<file path="src/rtl/tx_fifo_write_arbiter.sv">
// Round-robin write-port arbiter for the transmit FIFO.
// Grants whole packets to one source at a time, caps each grant at MAX_BURST
// words, and stalls cleanly while the FIFO reports full.
module tx_fifo_write_arbiter #(
  parameter int NUM_REQ   = 4,
  parameter int DATA_W    = 128,
  parameter int MAX_BURST = 8
) (
  input  logic                      clk,
  input  logic                      rst,
  input  logic [NUM_REQ-1:0]        req,
  input  logic [NUM_REQ*DATA_W-1:0] req_data,
  input  logic [NUM_REQ-1:0]        req_last,
  input  logic                      fifo_full,
  output logic [NUM_REQ-1:0]        gnt,
  output logic [NUM_REQ-1:0]        accept,
  output logic                      write_enable,
  output logic [DATA_W-1:0]         write_data,
  output logic                      busy
);

  localparam int PTR_W = $clog2(NUM_REQ);
  localparam int CNT_W = $clog2(MAX_BURST + 1);
  localparam logic [CNT_W-1:0] BEAT_LAST = CNT_W'(MAX_BURST - 1);

  typedef enum logic {IDLE, BURST} state_t;

  state_t             state_reg;
  logic [NUM_REQ-1:0] gnt_reg;
  logic [PTR_W-1:0]   rr_ptr_reg;
  logic [PTR_W-1:0]   gidx_reg;
  logic [CNT_W-1:0]   beat_cnt_reg;

  logic [DATA_W-1:0]  src_data [NUM_REQ];
  logic               sel_found;
  logic [PTR_W-1:0]   sel_idx;
  logic [NUM_REQ-1:0] sel_onehot;
  logic               active;
  logic               last_hit;
  logic               cap_hit;
  logic               dropped;
  logic               burst_end;
  logic [PTR_W-1:0]   next_ptr;

  // Split the flat data bus into one word per source.
  genvar gi;
  generate
    for (gi = 0; gi < NUM_REQ; gi++) begin : g_slice
      assign src_data[gi] = req_data[gi*DATA_W +: DATA_W];
    end
  endgenerate

  // Round-robin pick: lowest offset from rr_ptr wins, so scan from the far end down.
  always_comb begin
    logic [PTR_W-1:0] idx;
    sel_found = 1'b0;
    sel_idx   = '0;
    idx       = '0;
    for (int k = NUM_REQ - 1; k >= 0; k--) begin
      idx = PTR_W'((int'(rr_ptr_reg) + k) % NUM_REQ);
      if (req[idx]) begin
        sel_found = 1'b1;
        sel_idx   = idx;
      end
    end
  end

  assign sel_onehot = NUM_REQ'(1) << sel_idx;

  // Write path is purely combinational off the held grant; forced low during reset.
  assign active       = (state_reg == BURST) & ~rst;
  assign write_enable = active & req[gidx_reg] & ~fifo_full;
  assign accept       = write_enable ? gnt_reg : '0;
  assign write_data   = write_enable ? src_data[gidx_reg] : '0;
  assign busy         = active;
  assign gnt          = gnt_reg;

  // A burst ends on the packet's last word, on the beat cap, or when the source drops out.
  assign last_hit  = write_enable & req_last[gidx_reg];
  assign cap_hit   = write_enable & (beat_cnt_reg == BEAT_LAST);
  assign dropped   = ~req[gidx_reg];
  assign burst_end = last_hit | cap_hit | dropped;
  assign next_ptr  = PTR_W'((int'(gidx_reg) + 1) % NUM_REQ);

  // Grant FSM: IDLE picks a source, BURST holds it until one of the end conditions.
  always_ff @(posedge clk or posedge rst) begin
    if (rst) begin
      state_reg    <= IDLE;
      gnt_reg      <= '0;
      rr_ptr_reg   <= '0;
      gidx_reg     <= '0;
      beat_cnt_reg <= '0;
    end else begin
      case (state_reg)
        IDLE: begin
          if (sel_found) begin
            gnt_reg      <= sel_onehot;
            gidx_reg     <= sel_idx;
            beat_cnt_reg <= '0;
            state_reg    <= BURST;
          end
        end
        BURST: begin
          if (burst_end) begin
            gnt_reg      <= '0;
            rr_ptr_reg   <= next_ptr;
            beat_cnt_reg <= '0;
            state_reg    <= IDLE;
          end else if (write_enable) begin
            beat_cnt_reg <= beat_cnt_reg + CNT_W'(1);
          end
        end
        default: begin
          gnt_reg   <= '0;
          state_reg <= IDLE;
        end
      endcase
    end
  end

endmodule

</file>
<file path="config.mk">
export PLATFORM = sky130hd
export DESIGN_NAME = tx_fifo_write_arbiter
export DESIGN_NICKNAME = d
export VERILOG_FILES = /design/src/rtl/tx_fifo_write_arbiter.sv
export SDC_FILE = /design/constraint.sdc
export NUM_CORES = 1
export LEC_CHECK = 0
export ABC_AREA = 1
export CAP_MARGIN = 40
export CELL_PAD_IN_SITES_DETAIL_PLACEMENT = 1
export CELL_PAD_IN_SITES_GLOBAL_PLACEMENT = 2
export CORE_AREA = 2 2 254 256
export CTS_BUF_LIST = sky130_fd_sc_hd__clkbuf_8
export CTS_CLUSTER_DIAMETER = 50
export CTS_CLUSTER_SIZE = 30
export DETAILED_ROUTE_END_ITERATION = 6
export DIE_AREA = 0 0 256 258
export PLACE_DENSITY_LB_ADDON = 0.12
export SYNTH_ARGS = -nofsm -noshare
export SYNTH_HDL_FRONTEND = slang
export SYNTH_SLANG_ARGS = --single-unit
</file>
<file path="constraint.sdc">
create_clock -name clk -period 3.75 [get_ports clk]
set_input_delay 0.5625 -clock clk [delete_from_list [all_inputs] [get_ports clk]]
set_output_delay 0.5625 -clock clk [all_outputs]
set_load 0.01 [all_outputs]
</file>
==> results.md, run 1 <==
- Status: finished, final reports clean
- First-pass GRT wire length: 76.17 mm
- Synth Flop Type: dfrtp_1
- Effective utilization at floorplan: 8.537%
- Skew-Pair Late Insertion Delay: about 250 ps
- Tot Pwr: 0.005417 W
- Total track usage: 15.55%
- Hold-fix buffers, CTS: 0
- Vias in the first global route: 10,420
- Post-CTS Setup Bufs: 0
- Pwr dens: about 420 nW/um^2
- Clock share of power: ~2.4%
- NumNets Final: 2,248
- CP Cell Sequence: buf_12 > buf_4 > nor2_1 > nor2_1 > o21ai_0 > a21oi_1 > clkdlybuf4s50_1
- Final Hold Fails: 0
- Register area share after synthesis: between 5 and 6%
- Pint: 0.002150 W
- Crit path from: gidx_reg[0]
- Worst hold path class: register to register
- Net Sw Frac: 60.30%
- Synth Instances: 1,140
- Leakage power: ~4.6 nW
- Resize count post-CTS: 0
- Synth Cell Area: approximately 5400 sq um
- Largest net degree at the start of global routing: 106
- Slew margin rel.: a little over half
- Crit path max fanout: 52
- RR Endpoint: gnt[2]
- Worst Path Arrival: 2790 ps
- Row cnt: 93
- Reg2reg start: gidx_reg[0]
- Syn Area/Cell: 4.767 sq um
- DR iter-0 viols: 410
- RSZ-0062 raised after global routing: no
- Clk pin slew, worst setup/hold paths: roughly 70 ps
- Final Setup Violations: 0
- Synth top area share: 36.20%
- Maximum vdd drop: 0.0002768 V
- Syn Nets: 1,664
- DP Wirelength: 44.51 mm
- Post-route ant nets: 0
- CTS Buffer Depth: 2
- Seq pwr share: 5.7%
- Synth area leader: nor2_1
- Initial antenna violation count: 22
- Clock Tree Root: clkbuf_8
- Psw: 0.003267 W
- Synth top area cells: nor2_1 (36%), o21ai_0 (24%), a21oi_2 (8.9%), a21oi_1 (6.9%), dfrtp_1 (6.0%)
- Crit path kind: register to primary output
- H-tree Lvls: 1
- CTS buffer count: 3
- Layout cells sized above 1: under 10%
- Die Y: 258 um
- Number of library cell types mapped by synthesis: 21
- Reg2Reg Depth: 11
- Synth-to-Final Area Change: 139.2%
- Post-Route WL: 54.39 mm
- CP Launch Type: register
- Worst Setup EP: write_data[78]
- Period utilization: roughly 89%
- Clock sink count: 13
- DRC errors left: 0
- RePlAce Congestion: 0.8835
- Worst-Margin Slew: 706.9 ps
- Synth async-reset ratio: 100.0%
- Count of input and output buffers: 660
- Yosys warns: 0
- Fmax: 298.6 MHz
- R2r setup slk: 1700 ps
- Vias post-DR: between 9,000 and 10,000
- Global route overflow: 0
- Maxcap violations: 0
- Vias/cell: 3.806
- Req. time, crit path: 3190 ps
- Slowest-stage cell, CP: clkdlybuf4s50_1
- Hold Slack: 526.4 ps
- Router iterations before antenna repair: 4
- CP Capture Type: primary output
- Comb power frac: between 90% and 100%
- Die Wd: between 200 and 300 um
- DIE AREA: between 60,000 and 70,000 sq um
- Fin Clk Skew: 11.71 ps
- Slew Limit Fails: 0
- Slowest stage delay, CP: 570 ps
- CTS tree: yes
- IO Pins: ~660
- Core area: 63,650 sq um
- Setup TNS: 0 ps
- Avg WL per Cell: 20.97 um
- Synth Register Bits: 13
- Final min period: 3349 ps
- EDFF count, synth: 0
- Worst path most repeated cell: nor2_1
==> placed cells by master, fill, tap and decap left out <==
cell type / n
xnor2_1: 1
nor2_1: 524
clkinv_2: 1
nor2_4: 1
clkbuf_8: 3
inv_6: 2
inv_1: 14
clkdlybuf4s50_1: 660
inv_4: 1
o21ai_1: 2
buf_12: 10
a21oi_1: 75
nand4_1: 3
xor2_1: 2
dfrtp_1: 11
nand2_1: 67
nor3_4: 1
nand3_1: 13
ha_1: 1
a21oi_2: 55
inv_2: 3
diode_2: 16
buf_4: 10
dfrtp_4: 2
o21ai_0: 261
==> power groups by stage <==
stage	Combinational (W)	Sequential [W]	Clock, W
final	0.00498	0.000308	0.000131
after global routing	0.00559	0.000324	0.000146
after CTS	0.00514	0.000310	0.000138
after detailed placement	0.00512	0.000311	0
after global placement	0.00519	0.000311	0
after floorplan	0.00286	0.000239	0
==> how the worst min path moves through the flow <==
stage	slack, ps	end	depth (start not counted)	from
2_1_floorplan	440	beat_cnt_reg[0]	1	rst
3_3_place_gp	510	beat_cnt_reg[1]	2	beat_cnt_reg[1]
3_5_place_dp	520	beat_cnt_reg[1]	2	beat_cnt_reg[1]
4_1_cts	530	beat_cnt_reg[1]	2	beat_cnt_reg[1]
5_1_grt	560	beat_cnt_reg[1]	2	beat_cnt_reg[1]
6_report	530	beat_cnt_reg[1]	2	beat_cnt_reg[1]
==> routing by layer <==
layer | global-route usage, % | up-vias | part of all wire, %
li1 | - | 4903 | -
met1 | 16.89 | 4571 | 38
met2 | 29.56 | 340 | 53
met3 | 3.897 | 48 | 6.2
met4 | 4.565 | 12 | 2.2
met5 | 0 | - | 0.14
==> per-stage QoR <==
stage	worst slack, ps	area, sq um	utilization (%)	std cells
2_1_floorplan	1677	5434	-	1140
3_3_place_gp	378.1	12910	20.29	2574
3_5_place_dp	369.7	12910	20.29	2574
4_1_cts	359.3	12960	20.36	2578
5_1_grt	175.9	13000	20.42	2592
6_report	400.9	13000	20.42	2594
==> worst max-delay path, delay by kind of cell (launching register included) <==
kind,cells,cell delay [ps]
AND/OR/NAND/NOR,2,210
AO/OA/AOI/OAI,2,510
flip-flops,1,560
buffers and inverters,3,1200
==> kinds of logic after synthesis <==
logic type,after synthesis,synth area share [%]
fa+ha+maj,1,0.2302
compound gates,393,40.00
simple gates,609,42.87
xor+xnor,3,0.4836
flops,13,5.987
buf+inv,121,10.43
==> cell type report <==
cell class | instances | area (sq um)
clock inverters | 1 | 5.005
well taps | 855 | 1070
clock buffers | 3 | 41.29
inverters | 20 | 87.58
flip-flops and latches | 13 | 332.8
fillers | 7859 | 50650
repair buffers | 680 | 6882
diodes | 16 | 40.04
multi-input cells | 1006 | 4542
==> Yosys cell counts, types with 3 or more instances <==
library cell	count
inv_2	5
a21oi_1	75
nor2_1	524
nand3_1	13
buf_1	6
dfrtp_1	13
buf_6	9
a21oi_2	55
nand2_1	67
clkbuf_1	54
inv_1	15
buf_2	30
nand4_1	3
o21ai_0	261
No activity file was read; power rests on OpenSTA's default activity.
==> run 2, diff against run 1 <==
CORE_AREA = 3 3 255 257   (was 2 2 254 256)
DIE_AREA = 0 0 258 260   (was 0 0 256 258)
==> run 2 against run 1 <==
Sequential cell count did not move. Global-route usage fell by 0.88 points. Critical endpoint is now write_data[80]. Total power fell by 2.3%. Fmax fell by 1.7%. Clock skew fell by 6.9 ps. Die area rose by 1.6%. Setup slack got worse by 58 ps.
==> results.md, run 2 (synthesized netlist as in run 1, its figures left out) <==
- Largest net degree at the start of global routing: 163 (was 106)
- Hold-fix buffers, CTS: 0 (unchanged)
- Slowest stage delay, CP: 490 ps (was 570 ps)
- Reg2Reg Depth: 10 (was 11)
- Die Y: 260 um (was 258 um)
- Core area: 62,970 sq um (was 63,650 sq um)
- RSZ-0062 raised after global routing: no (unchanged)
- Vias post-DR: 9,768 (was 9,874)
- Worst-Margin Slew: 746.6 ps (was 706.9 ps)
- Crit path kind: input port to primary output (was register to primary output)
- Final Setup Violations: 0 (unchanged)
- Leakage power: 4.624 nW (was 4.635 nW)
- Tot Pwr: 0.005290 W (was 0.005417 W)
- Effective utilization at floorplan: 8.630% (was 8.537%)
- Router iterations before antenna repair: 4 (unchanged)
- Fmax: 293.5 MHz (was 298.6 MHz)
- Hold Crit Depth: 2 (unchanged)
- Count of input and output buffers: 660 (unchanged)
- Resize count post-CTS: 0 (unchanged)
- NumNets Final: 2,246 (was 2,248)
- Pint: 0.002137 W (was 0.002150 W)
- Crit path max fanout: 49 (was 52)
- Clk pin slew, worst setup/hold paths: 60 ps (was 70 ps)
- Final worst slack: 343.0 ps (was 400.9 ps)
- Final Hold Fails: 0 (unchanged)
- Clock sink count: 13 (unchanged)
- Post-Route WL: 52.59 mm (was 54.39 mm)
- Die Wd: 258 um (was 256 um)
- Avg WL per Cell: 20.41 um (was 20.97 um)
- Initial antenna violation count: 15 (was 22)
- Post-CTS Setup Bufs: 0 (unchanged)
- Post-route ant nets: 0 (unchanged)
- Fin Clk Skew: 4.848 ps (was 11.71 ps)
- Final instance area: 12,950 sq um (was 13,000 sq um)
- Req. time, crit path: 3190 ps (about the same)
- Placed Area: 12,880 sq um (was 12,910 sq um)
- Vias/cell: 3.790 (was 3.806)
- Seq pwr share: 6.2% (was 5.7%)
- Final min period: 3407 ps (was 3349 ps)
- Worst slack at placement: 266.0 ps (was 369.7 ps)
- CP Launch Type: input port (was register)
- Crit path max-delay family: buffers and inverters (unchanged)
- Period utilization: 90.85% (was 89.31%)
- Skew-Pair Late Insertion Delay: 250 ps (about the same)
- Pwr dens: 408.4 nW/um^2 (was 416.7 nW/um^2)
- DP Wirelength: 41.81 mm (was 44.51 mm)
- First-pass GRT wire length: 74.06 mm (was 76.17 mm)
- Worst Path Arrival: 2840 ps (was 2790 ps)
- IO Pins: 661 (unchanged)
- Slowest-stage cell, CP: clkdlybuf4s50_1 (unchanged)
- Number of cells on the critical path: 9 (was 7)
- Slew margin rel.: 50.23% (was 52.87%)
- Comb power frac: 91.4% (was 91.9%)
- H-tree Lvls: 1 (unchanged)
- Maximum vdd drop: 0.0004515 V (was 0.0002768 V)
- Maxcap violations: 0 (unchanged)
- DRC errors left: 0 (unchanged)
- Status: finished, final reports clean (unchanged)
- Total track usage: 14.67% (was 15.55%)
- Leading cell type in the layout, fill and taps excluded: clkdlybuf4s50_1 (unchanged)
- CTS tree: yes (unchanged)
- Psw: 0.003153 W (was 0.003267 W)
- Synth-to-Final Area Change: 138.4% (was 139.2%)
- CP Cell Sequence: clkdlybuf4s50_1 > nand2_1 > nand3_1 > nand2_1 > nor2_4 > inv_6 > buf_4 > a21oi_1 > clkdlybuf4s50_1 (was buf_12 > buf_4 > nor2_1 > nor2_1 > o21ai_0 > a21oi_1 > clkdlybuf4s50_1)
- CP Capture Type: primary output (unchanged)
- Clock share of power: 2.4% (about the same)
- CTS Buffer Depth: 2 (unchanged)
- DR iter-0 viols: 413 (was 410)
- Worst path buffer plus inverter count: 4 (was 3)
- Layout cells sized above 1: 4.997% (was 5.165%)
- Hold Slack: 508.9 ps (was 526.4 ps)
- Most frequent cells in the layout: clkdlybuf4s50_1 (660), nor2_1 (524), o21ai_0 (261) (unchanged)
- Setup TNS: 0 ps (unchanged)
- Row cnt: 92 (was 93)
- Global route overflow: 0 (unchanged)
- Slew Limit Fails: 0 (unchanged)
- Worst hold path class: register to register (unchanged)
- Clock Tree Root: clkbuf_8 (unchanged)
- Net Sw Frac: 59.60% (was 60.30%)
- CTS buffer count: 3 (unchanged)
- DIE AREA: 67,080 sq um (was 66,050 sq um)
- Vias in the first global route: 10,330 (was 10,420)
- RePlAce Congestion: 0.8654 (was 0.8835)
-- run 2: worst register-to-register path, cell delays in order (launching register included) --
cell and delay, ps:
dfrtp_4 550, inv_4 90, buf_12 500, nand3_1 170, nand2_1 110, nand2_1 60
nand2_1 70, nand3_1 120, nand2_1 170, nand2_1 70, o21ai_1 60
-- run 2: layout make-up --
class	count	area, sq um
fill	7806	50010
timing repair buffer	678	6862
antenna	10	25.02
clock inverter	1	3.754
sequential	13	332.8
tap	846	1059
clock buffer	3	41.29
inverter	20	87.58
multi-input combinational	1006	4542
-- run 2: power by group through the flow --
stage	registers [W]	clock network (W)	logic (W)
after floorplan	0.000239	0	0.00286
after global placement	0.000333	0	0.00502
after detailed placement	0.000334	0	0.00497
after CTS	0.000333	0.000134	0.00499
after global routing	0.000342	0.000140	0.00546
final	0.000327	0.000129	0.00483
-- run 2: metrics by stage --
stage | utilization, % | std cells
floorplan | - | 1140
global placement | 20.42 | 2562
detailed placement | 20.46 | 2563
CTS | 20.53 | 2567
global route | 20.56 | 2574
finish | 20.57 | 2577
-- run 2: final timing paths --
path	start	end	slack, ps
max reg2reg	gidx_reg[1]	gnt[2]	1710
min in group asynchronous	rst	gnt[0]	810
min reg2reg	beat_cnt_reg[1]	beat_cnt_reg[1]	510
max in group asynchronous	rst	gidx_reg[0]	2490
max	req[3]	write_data[80]	340
min	beat_cnt_reg[1]	beat_cnt_reg[1]	510
-- run 2: metal layers --
layer	GRT usage [%]	vias up	routed length [um]
li1	-	4893	-
met1	16.78	4489	20680
met2	27.46	343	27240
met3	4.324	31	4025
met4	1.910	12	550
met5	0	-	84
==> run 3, diff against run 2 <==
CTS_BUF_LIST = not set   (was sky130_fd_sc_hd__clkbuf_8)
CTS_CLUSTER_SIZE = not set   (was 30)
==> run 3 against run 2 <==
Via count hardly changed. Fmax about the same. Die area stayed put. Global-route usage about the same. Clock power grew 60%. Largest cell class unchanged. Register-to-register slack about the same. Sequential cell count unchanged. Highest routed layer unchanged. Critical path depth is the same. Total power increased by 1.5%. Cell area up 0.26%. Critical endpoint unchanged. Setup slack better by 1.9 ps. Clock-buffer cell count up 1.
==> results.md, run 3 (synthesized netlist as in run 1, its figures left out) <==
- Core area: 62,970 sq um (unchanged)
- Clock sink count: 13 (unchanged)
- Total track usage: 14.67% (about the same)
- Largest net degree at the start of global routing: 163 (unchanged)
- CP Launch Type: input port (unchanged)
- Most frequent cells in the layout: clkdlybuf4s50_1 (660), nor2_1 (524), o21ai_0 (261) (unchanged)
- DIE AREA: 67,080 sq um (unchanged)
- Initial antenna violation count: 15 (unchanged)
- Status: finished, final reports clean (unchanged)
- Effective utilization at floorplan: 8.630% (unchanged)
- Skew-Pair Late Insertion Delay: 240 ps (was 250 ps)
- Hold Slack: 506.5 ps (was 508.9 ps)
- Reg2reg start: gidx_reg[1] (unchanged)
- Row cnt: 92 (unchanged)
- First-pass GRT wire length: 74.06 mm (about the same)
- Worst hold path class: register to register (unchanged)
- Setup TNS: 0 ps (unchanged)
- Avg WL per Cell: 20.41 um (about the same)
- Final Setup Violations: 0 (unchanged)
- Fmax: 293.7 MHz (was 293.5 MHz)
- Slew Limit Fails: 0 (unchanged)
- Vias in the first global route: 10,330 (about the same)
- RePlAce Congestion: 0.8654 (unchanged)
- Layout cells sized above 1: 4.997% (unchanged)
- Leakage power: 4.635 nW (was 4.624 nW)
- Fillers: 7,803 (was 7,806)
- Leading cell type in the layout, fill and taps excluded: clkdlybuf4s50_1 (unchanged)
- Count of input and output buffers: 660 (unchanged)
- Router iterations before antenna repair: 4 (unchanged)
- Hold_sp: beat_cnt_reg[1] (unchanged)
- CTS buffer count: 3 (unchanged)
- Period utilization: 90.80% (was 90.85%)
- DP Wirelength: 41.81 mm (unchanged)
- Die Wd: 258 um (unchanged)
- Req. time, crit path: 3190 ps (about the same)
- Post-CTS Setup Bufs: 0 (unchanged)
- CTS Buffer Depth: 2 (unchanged)
- Clock Tree Root: clkbuf_16 (was clkbuf_8)
- Die Y: 260 um (unchanged)
- Crit path kind: input port to primary output (unchanged)
- CP Capture Type: primary output (unchanged)
- Vias post-DR: 9,767 (was 9,768)
- Clk pin slew, worst setup/hold paths: 50 ps (was 60 ps)
- Vias/cell: 3.790 (about the same)
- Slew margin rel.: 50.28% (was 50.23%)
- Final Hold Fails: 0 (unchanged)
- Crit path max fanout: 49 (unchanged)
- NumNets Final: 2,246 (unchanged)
- Maxcap violations: 0 (unchanged)
- H-tree Lvls: 1 (unchanged)
- Area taken by multi-input logic gates: 4542 sq um (unchanged)
- Worst Path Arrival: 2840 ps (about the same)
- Global route overflow: 0 (unchanged)
- DR iter-0 viols: 408 (was 413)
- Fin Clk Skew: 2.663 ps (was 4.848 ps)
- IO Pins: 661 (unchanged)
- Maximum vdd drop: 0.0004551 V (was 0.0004515 V)
- Synth-to-Final Area Change: 139.0% (was 138.4%)
- Seq. cell area: 332.8 sq um (unchanged)
- Pwr dens: 413.5 nW/um^2 (was 408.4 nW/um^2)
- Worst-Margin Slew: 745.7 ps (was 746.6 ps)
- Final core occ: 20.62% (was 20.57%)
- RSZ-0062 raised after global routing: no (unchanged)
- CTS tree: yes (unchanged)
- Final min period: 3405 ps (was 3407 ps)
- Tot Pwr: 0.005370 W (was 0.005290 W)
- Hold-fix buffers, CTS: 0 (unchanged)
- Crit path from: req[3] (unchanged)
- DRC errors left: 0 (unchanged)
- Resize count post-CTS: 0 (unchanged)
- Post-Route WL: 52.59 mm (about the same)
- Post-route ant nets: 0 (unchanged)
run 3: area by class of cell:
class                           count  share of cell area [%]
Antenna cell                       10                  0.1927
Clock buffer                        4                  0.6070
Inverter                           20                  0.6744
Multi-Input combinational cell   1006                   34.97
Sequential cell                    13                   2.563
Tap cell                          846                   8.151
Timing Repair Buffer              678                   52.84
run 3: worst paths after layout:
check | slack (ps) | cells after the start | end
max reg2reg | 1710 | 10 | gnt[2]
max in group asynchronous | 2480 | 2 | gidx_reg[0]
max | 340 | 9 | write_data[80]
min in group asynchronous | 820 | 2 | gnt[0]
min reg2reg | 510 | 2 | beat_cnt_reg[1]
min | 510 | 2 | beat_cnt_reg[1]
run 3: stage by stage:
| step | setup slack [ps] | instances | area [sq um] |
|---|---|---|---|
| 4_1_cts | 260.3 | 2567 | 12960 |
| 3_3_place_gp | 307.0 | 2562 | 12850 |
| 3_5_place_dp | 266.0 | 2563 | 12880 |
| 2_1_floorplan | 1677 | 1140 | 5434 |
| 5_1_grt | 103.3 | 2574 | 12980 |
| 6_report | 344.8 | 2577 | 12990 |
run 3: routing by layer:
metal	global-route usage, %	up-vias	routed length (um)	part of all wire [%]
li1	-	4894	-	-
met1	16.79	4493	20710	39
met2	27.46	340	27260	52
met3	4.324	28	4018	7.6
met4	1.863	12	524	1.0
met5	0	-	84	0.16
run 3: critical path, cell delays in order:
cell and delay [ps]:
clkdlybuf4s50_1 440, nand2_1 80, nand3_1 100, nand2_1 160, nor2_4 60, inv_6 390
buf_4 400, a21oi_1 100, clkdlybuf4s50_1 490
run 3: power breakdown:
part	internal (W)	switching (W)
Combinational	0.00186	0.00297
Sequential	0.000201	0.000127
Clock	0.000144	0.0000635
==> edit 1, RTL diff (settings of run 1) <==
Set the parameter `MAX_BURST` to 16 (it was 8).
--- a/src/rtl/tx_fifo_write_arbiter.sv
+++ b/src/rtl/tx_fifo_write_arbiter.sv
@@ -4,7 +4,7 @@
 module tx_fifo_write_arbiter #(
   parameter int NUM_REQ   = 4,
   parameter int DATA_W    = 128,
-  parameter int MAX_BURST = 8
+  parameter int MAX_BURST = 16
 ) (
   input  logic                      clk,
   input  logic                      rst,
Check against the original RTL: no difference found for any inputs over 4 cycles, from zero or initial values and one cycle with rst high; that may be too few to reach the edited logic, so the function may still have changed.
==> edit 1 against run 1 <==
Setup slack worse by 45 ps; critical path depth unchanged; register-to-register slack worse by 310 ps; cell area up 1.7%; power up 4.9%; wire length up 6.4%; via count up 2.3%; sequential cell count up 1; synthesized area up 5.3%; non-clock buffer count up 7; critical path type unchanged; largest power group unchanged; highest routed layer unchanged.
==> edit 1: results (changes against run 1) <==
The standby leakage power came out at 4.72 nW (+1.7%). The clock tree skew after final layout is 5.81 ps (-5.91 ps), and the proportion of layout cells with a drive suffix above 1 is 7.01% (+1.8 points). Share of total power consumed by net switching: 60.3% (about the same). Following the worst setup path forward leads to its endpoint at write_data[90]. The tools report the placed cell count as 2,591 (+0.66%). The commonest cells after synthesis are 518 x sky130_fd_sc_hd__nor2_1, 181 x sky130_fd_sc_hd__o21ai_0, 81 x sky130_fd_sc_hd__o21ai_1, 70 x sky130_fd_sc_hd__a21oi_2. Number of fillers in the final layout: 7,855 (-0.051%). The placement-stage cell area was 0.0131 sq mm (+1.7%); the met2 routing resource usage after global routing was 31.4% (+1.8 points).

Area share of fa/ha/maj cells after synthesis: 0.437% (+0.21 points). The maximum net fanout on the critical path was 67 (+29%). The via count of the routed design is 10,100 (+2.3%). The arrival time of data at the critical path endpoint was 2830 ps (+40 ps).

The number of violations reported at the end of detailed-routing iteration 0 is 412 (+0.49%), and the wire length of the first global-routing pass is 80.6 mm (+5.9%). The source of the worst register-to-register timing path was gidx_reg[1]. The average wire per cell in the routed design was 22.2 um (+5.7%); the number of antenna violations at the first check in global routing was 35 (+59%).

Areal power density over the cells: 430 mW/mm^2 (+3.1%). The tools report the detailed placer's ending HPWL as 47.1 mm (+5.9%). The sequential fraction of the synthesis area came out at 6.12% (+0.14 points).

The detailed-routing wirelength on met1 was 21.8 mm (+4.3%). Sorting the synthesized cells by area gives the leading types as sky130_fd_sc_hd__nor2_1 34%, sky130_fd_sc_hd__o21ai_0 16%, sky130_fd_sc_hd__a21oi_2 11%. The post-synthesis share of cell area spent on xor and xnor gates is 0.459% (-0.024 points), and the critical path's largest stage delay is 710 ps (+140 ps). Time the worst path needs with I/O delays and setup: 3390 ps (+44.6 ps). The run finished with clean final reports. Launch instance of the worst min-delay path: beat_cnt_reg[4].

The largest individual stage delay along the critical path comes from the cell sky130_fd_sc_hd__dfrtp_4. The net count of the mapped netlist came out at 1,676 (+0.72%). The synthesized instance count came out at 1,151 (+0.96%).

The logs give 10,600 (+1.9%) for the via count of the first global-routing pass and 2.7% (+0.3 points) for the fraction of power consumed by the clock network. The worst hold path terminates at beat_cnt_reg[4]. For the largest net degree at the start of global routing, the log shows 83 (-22%).

The worst-case vdd ir drop is 0.000244 V (-12%), and the register share of total power is 6.4% (+0.7 points). The wire length on met3 was 4.40 mm (+32%). The slack of the worst reg-to-reg path came out at 1390 ps (-310 ps).
## edit 1: cell count changes in the layout (fill, tap and decap cells not counted), moves of 8 or more
cell / before / now
sky130_fd_sc_hd__a21oi_2: 55 / 70
sky130_fd_sc_hd__buf_4: 10 / 18
sky130_fd_sc_hd__a21oi_1: 75 / 59
sky130_fd_sc_hd__o21ai_1: 2 / 81
sky130_fd_sc_hd__o21ai_0: 261 / 181
sky130_fd_sc_hd__nand2_1: 67 / 59
## edit 1: area by class of cell
type	instances	area [sq um]	area share [%]
Multi-Input combinational cell	1010	4680	35.4
Antenna cell	15	37.5	0.284
Clock buffer	4	55.1	0.416
Inverter	25	108	0.814
Timing Repair Buffer	687	6920	52.3
Sequential cell	14	358	2.71
Tap cell	855	1070	8.09
## edit 1: metrics by stage
step / util (%) / hold slack, ps
2_1_floorplan: - / 442
3_3_place_gp: 20.6 / 458
3_5_place_dp: 20.6 / 463
4_1_cts: 20.7 / 479
5_1_grt: 20.8 / 503
6_report: 20.8 / 476
==> edit 2, RTL diff (settings of run 1) <==
Without the edit above. One comparison of `beat_cnt_reg` changes from == to >=.
--- a/src/rtl/tx_fifo_write_arbiter.sv
+++ b/src/rtl/tx_fifo_write_arbiter.sv
@@ -77,7 +77,7 @@
 
   // A burst ends on the packet's last word, on the beat cap, or when the source drops out.
   assign last_hit  = write_enable & req_last[gidx_reg];
-  assign cap_hit   = write_enable & (beat_cnt_reg == BEAT_LAST);
+  assign cap_hit   = write_enable & (beat_cnt_reg >= BEAT_LAST);
   assign dropped   = ~req[gidx_reg];
   assign burst_end = last_hit | cap_hit | dropped;
   assign next_ptr  = PTR_W'((int'(gidx_reg) + 1) % NUM_REQ);
Formal check against the unedited RTL: no difference found for any inputs over 4 cycles, from zero or initial values and one cycle with rst high; that may be too few to reach the edited logic, so the function may still have changed.
==> edit 2 against run 1 <==
Cell area is 0.77% higher; wire length fell by 1.8%; core utilization is 0.16 points higher; sequential cell count unchanged; power up 5.0%; setup slack gained 45 ps; synthesized area up 2.0%; die area stayed put; highest routed layer unchanged.
==> edit 2: results (changes against run 1) <==
The flow ran to the end, and the final reports show no timing, DRC or antenna violations. The area share of fa/ha/maj cells after synthesis was 0.226% (-0.0044 points); the fraction of power consumed by the clock network was 2.2% (-0.2 points). The number of fillers in the final layout was 7,894 (+0.45%). The logs give 10,500 (+0.46%) for the via count of the first global-routing pass and 48.5% (-4.4 points) for the worst relative slew slack. The tools report the largest net degree at the start of global routing as 90 (-15%). The sequential group power is 0.000290 W (-6%), and the count of cell types in the netlist is 23 (+9.5%).

The clock tree cell share of total cell area works out to 0.344% (-0.012 points). Sequential fraction of the synthesis area: 5.87% (-0.11 points). The count of inverters not on the clock network in the layout came out at 30 (+50%).

The tools report the met2 layer wire length in the routed design as 27.6 mm (-4.6%). The total of plain and repair buffers excluding clock buffers works out to 684 (+0.59%). The tools report the routed wire length as 53.4 mm (-1.8%).

The run gives 9 (-7) as the antenna diode count. The run gives 4.08 mm (+22%) as the wire length on met3. The number of multi-input combinational cells was 1,003 (-0.30%); the detailed-routing wirelength on met1 was 21.0 mm (+0.59%). The standby leakage power was 4.68 nW (+0.93%).

The fraction of area in multi-input gates is 34.8% (-0.14 points), and the clock tree skew after final layout is 4.37 ps (-7.35 ps). Counting instances in the post-synthesis netlist gives the leading cell types as 521 x sky130_fd_sc_hd__nor2_1, 140 x sky130_fd_sc_hd__o21ai_0, 121 x sky130_fd_sc_hd__o21ai_1, 73 x sky130_fd_sc_hd__a21oi_1. Cell internal power dissipation: 0.00230 W (+7.0%). The wire length of the first global-routing pass was 74.9 mm (-1.6%); the detailed placer's ending HPWL was 43.5 mm (-2.2%). The maximum net fanout on the critical path was 38 (-27%); the final net count was 2,259 (+0.49%). The placer's final routability congestion estimate is 0.854 (-3.4%).

The run gives 2740 ps (-50 ps) as the arrival time of data at the critical path endpoint. The number of synthesized register bits works out to 13 (unchanged). The fraction of the mapped netlist area in compound gates works out to 39.8% (-0.20 points). The critical path's largest stage delay was 620 ps (+50 ps). The number of antenna violations at the first check in global routing was 15 (-32%). The path class of the tightest hold or removal check is reg -> reg. The post-detailed-route via-to-cell ratio was 3.81 (about the same); the net count of the mapped netlist was 1,671 (+0.42%).

The cell with the largest stage delay on the worst path is sky130_fd_sc_hd__clkdlybuf4s50_1. The share of final layout cell area taken by non-clock buffers came out at 53.0% (+0.11 points). The aggregate global-route resource usage came out at 15.2% (-0.31 points). The proportion of layout cells with a drive suffix above 1 was 5.65% (+0.49 points). The post-synthesis share of cell area spent on xor and xnor gates was 0.158% (-0.33 points). Count of warnings emitted by yosys: 0 (unchanged).

The number of violations reported at the end of detailed-routing iteration 0 was 311 (-24%); the synthesized instance count was 1,147 (+0.61%). Sorting the synthesized cells by area gives the leading types as sky130_fd_sc_hd__nor2_1 35%, sky130_fd_sc_hd__o21ai_0 13%, sky130_fd_sc_hd__o21ai_1 11%. The placed cell count came out at 2,585 (+0.43%). The worst-case vdd ir drop was 0.000296 V (+6.8%); the via count of the routed design was 9,893 (+0.19%).
-- edit 2: per-stage QoR --
stage	util (%)	cell area (sq um)	power, W	setup WS (ps)
finish	20.6	13100	0.00569	446
global route	20.6	13100	0.00637	295
CTS	20.5	13100	0.00591	368
detailed placement	20.5	13000	0.00576	388
global placement	20.5	13000	0.00579	349
floorplan	-	5540	0.00342	1780
-- edit 2: final timing paths --
check	from	to	slack, ps	cells past startpoint
max	req[1]	write_data[93]	450	9
min	beat_cnt_reg[3]	beat_cnt_reg[3]	520	2
max reg2reg	gidx_reg[0]	beat_cnt_reg[1]	1330	10
min reg2reg	beat_cnt_reg[3]	beat_cnt_reg[3]	520	2
max in group asynchronous	rst	gidx_reg[0]	2600	2
min in group asynchronous	rst	gnt[1]	730	2
-- edit 2: metal layers --
metal	GRT usage, %	up-vias
li1	-	4914
met5	0	-
met2	28.6	372
met1	17.1	4559
met3	4.52	32
met4	2.37	16
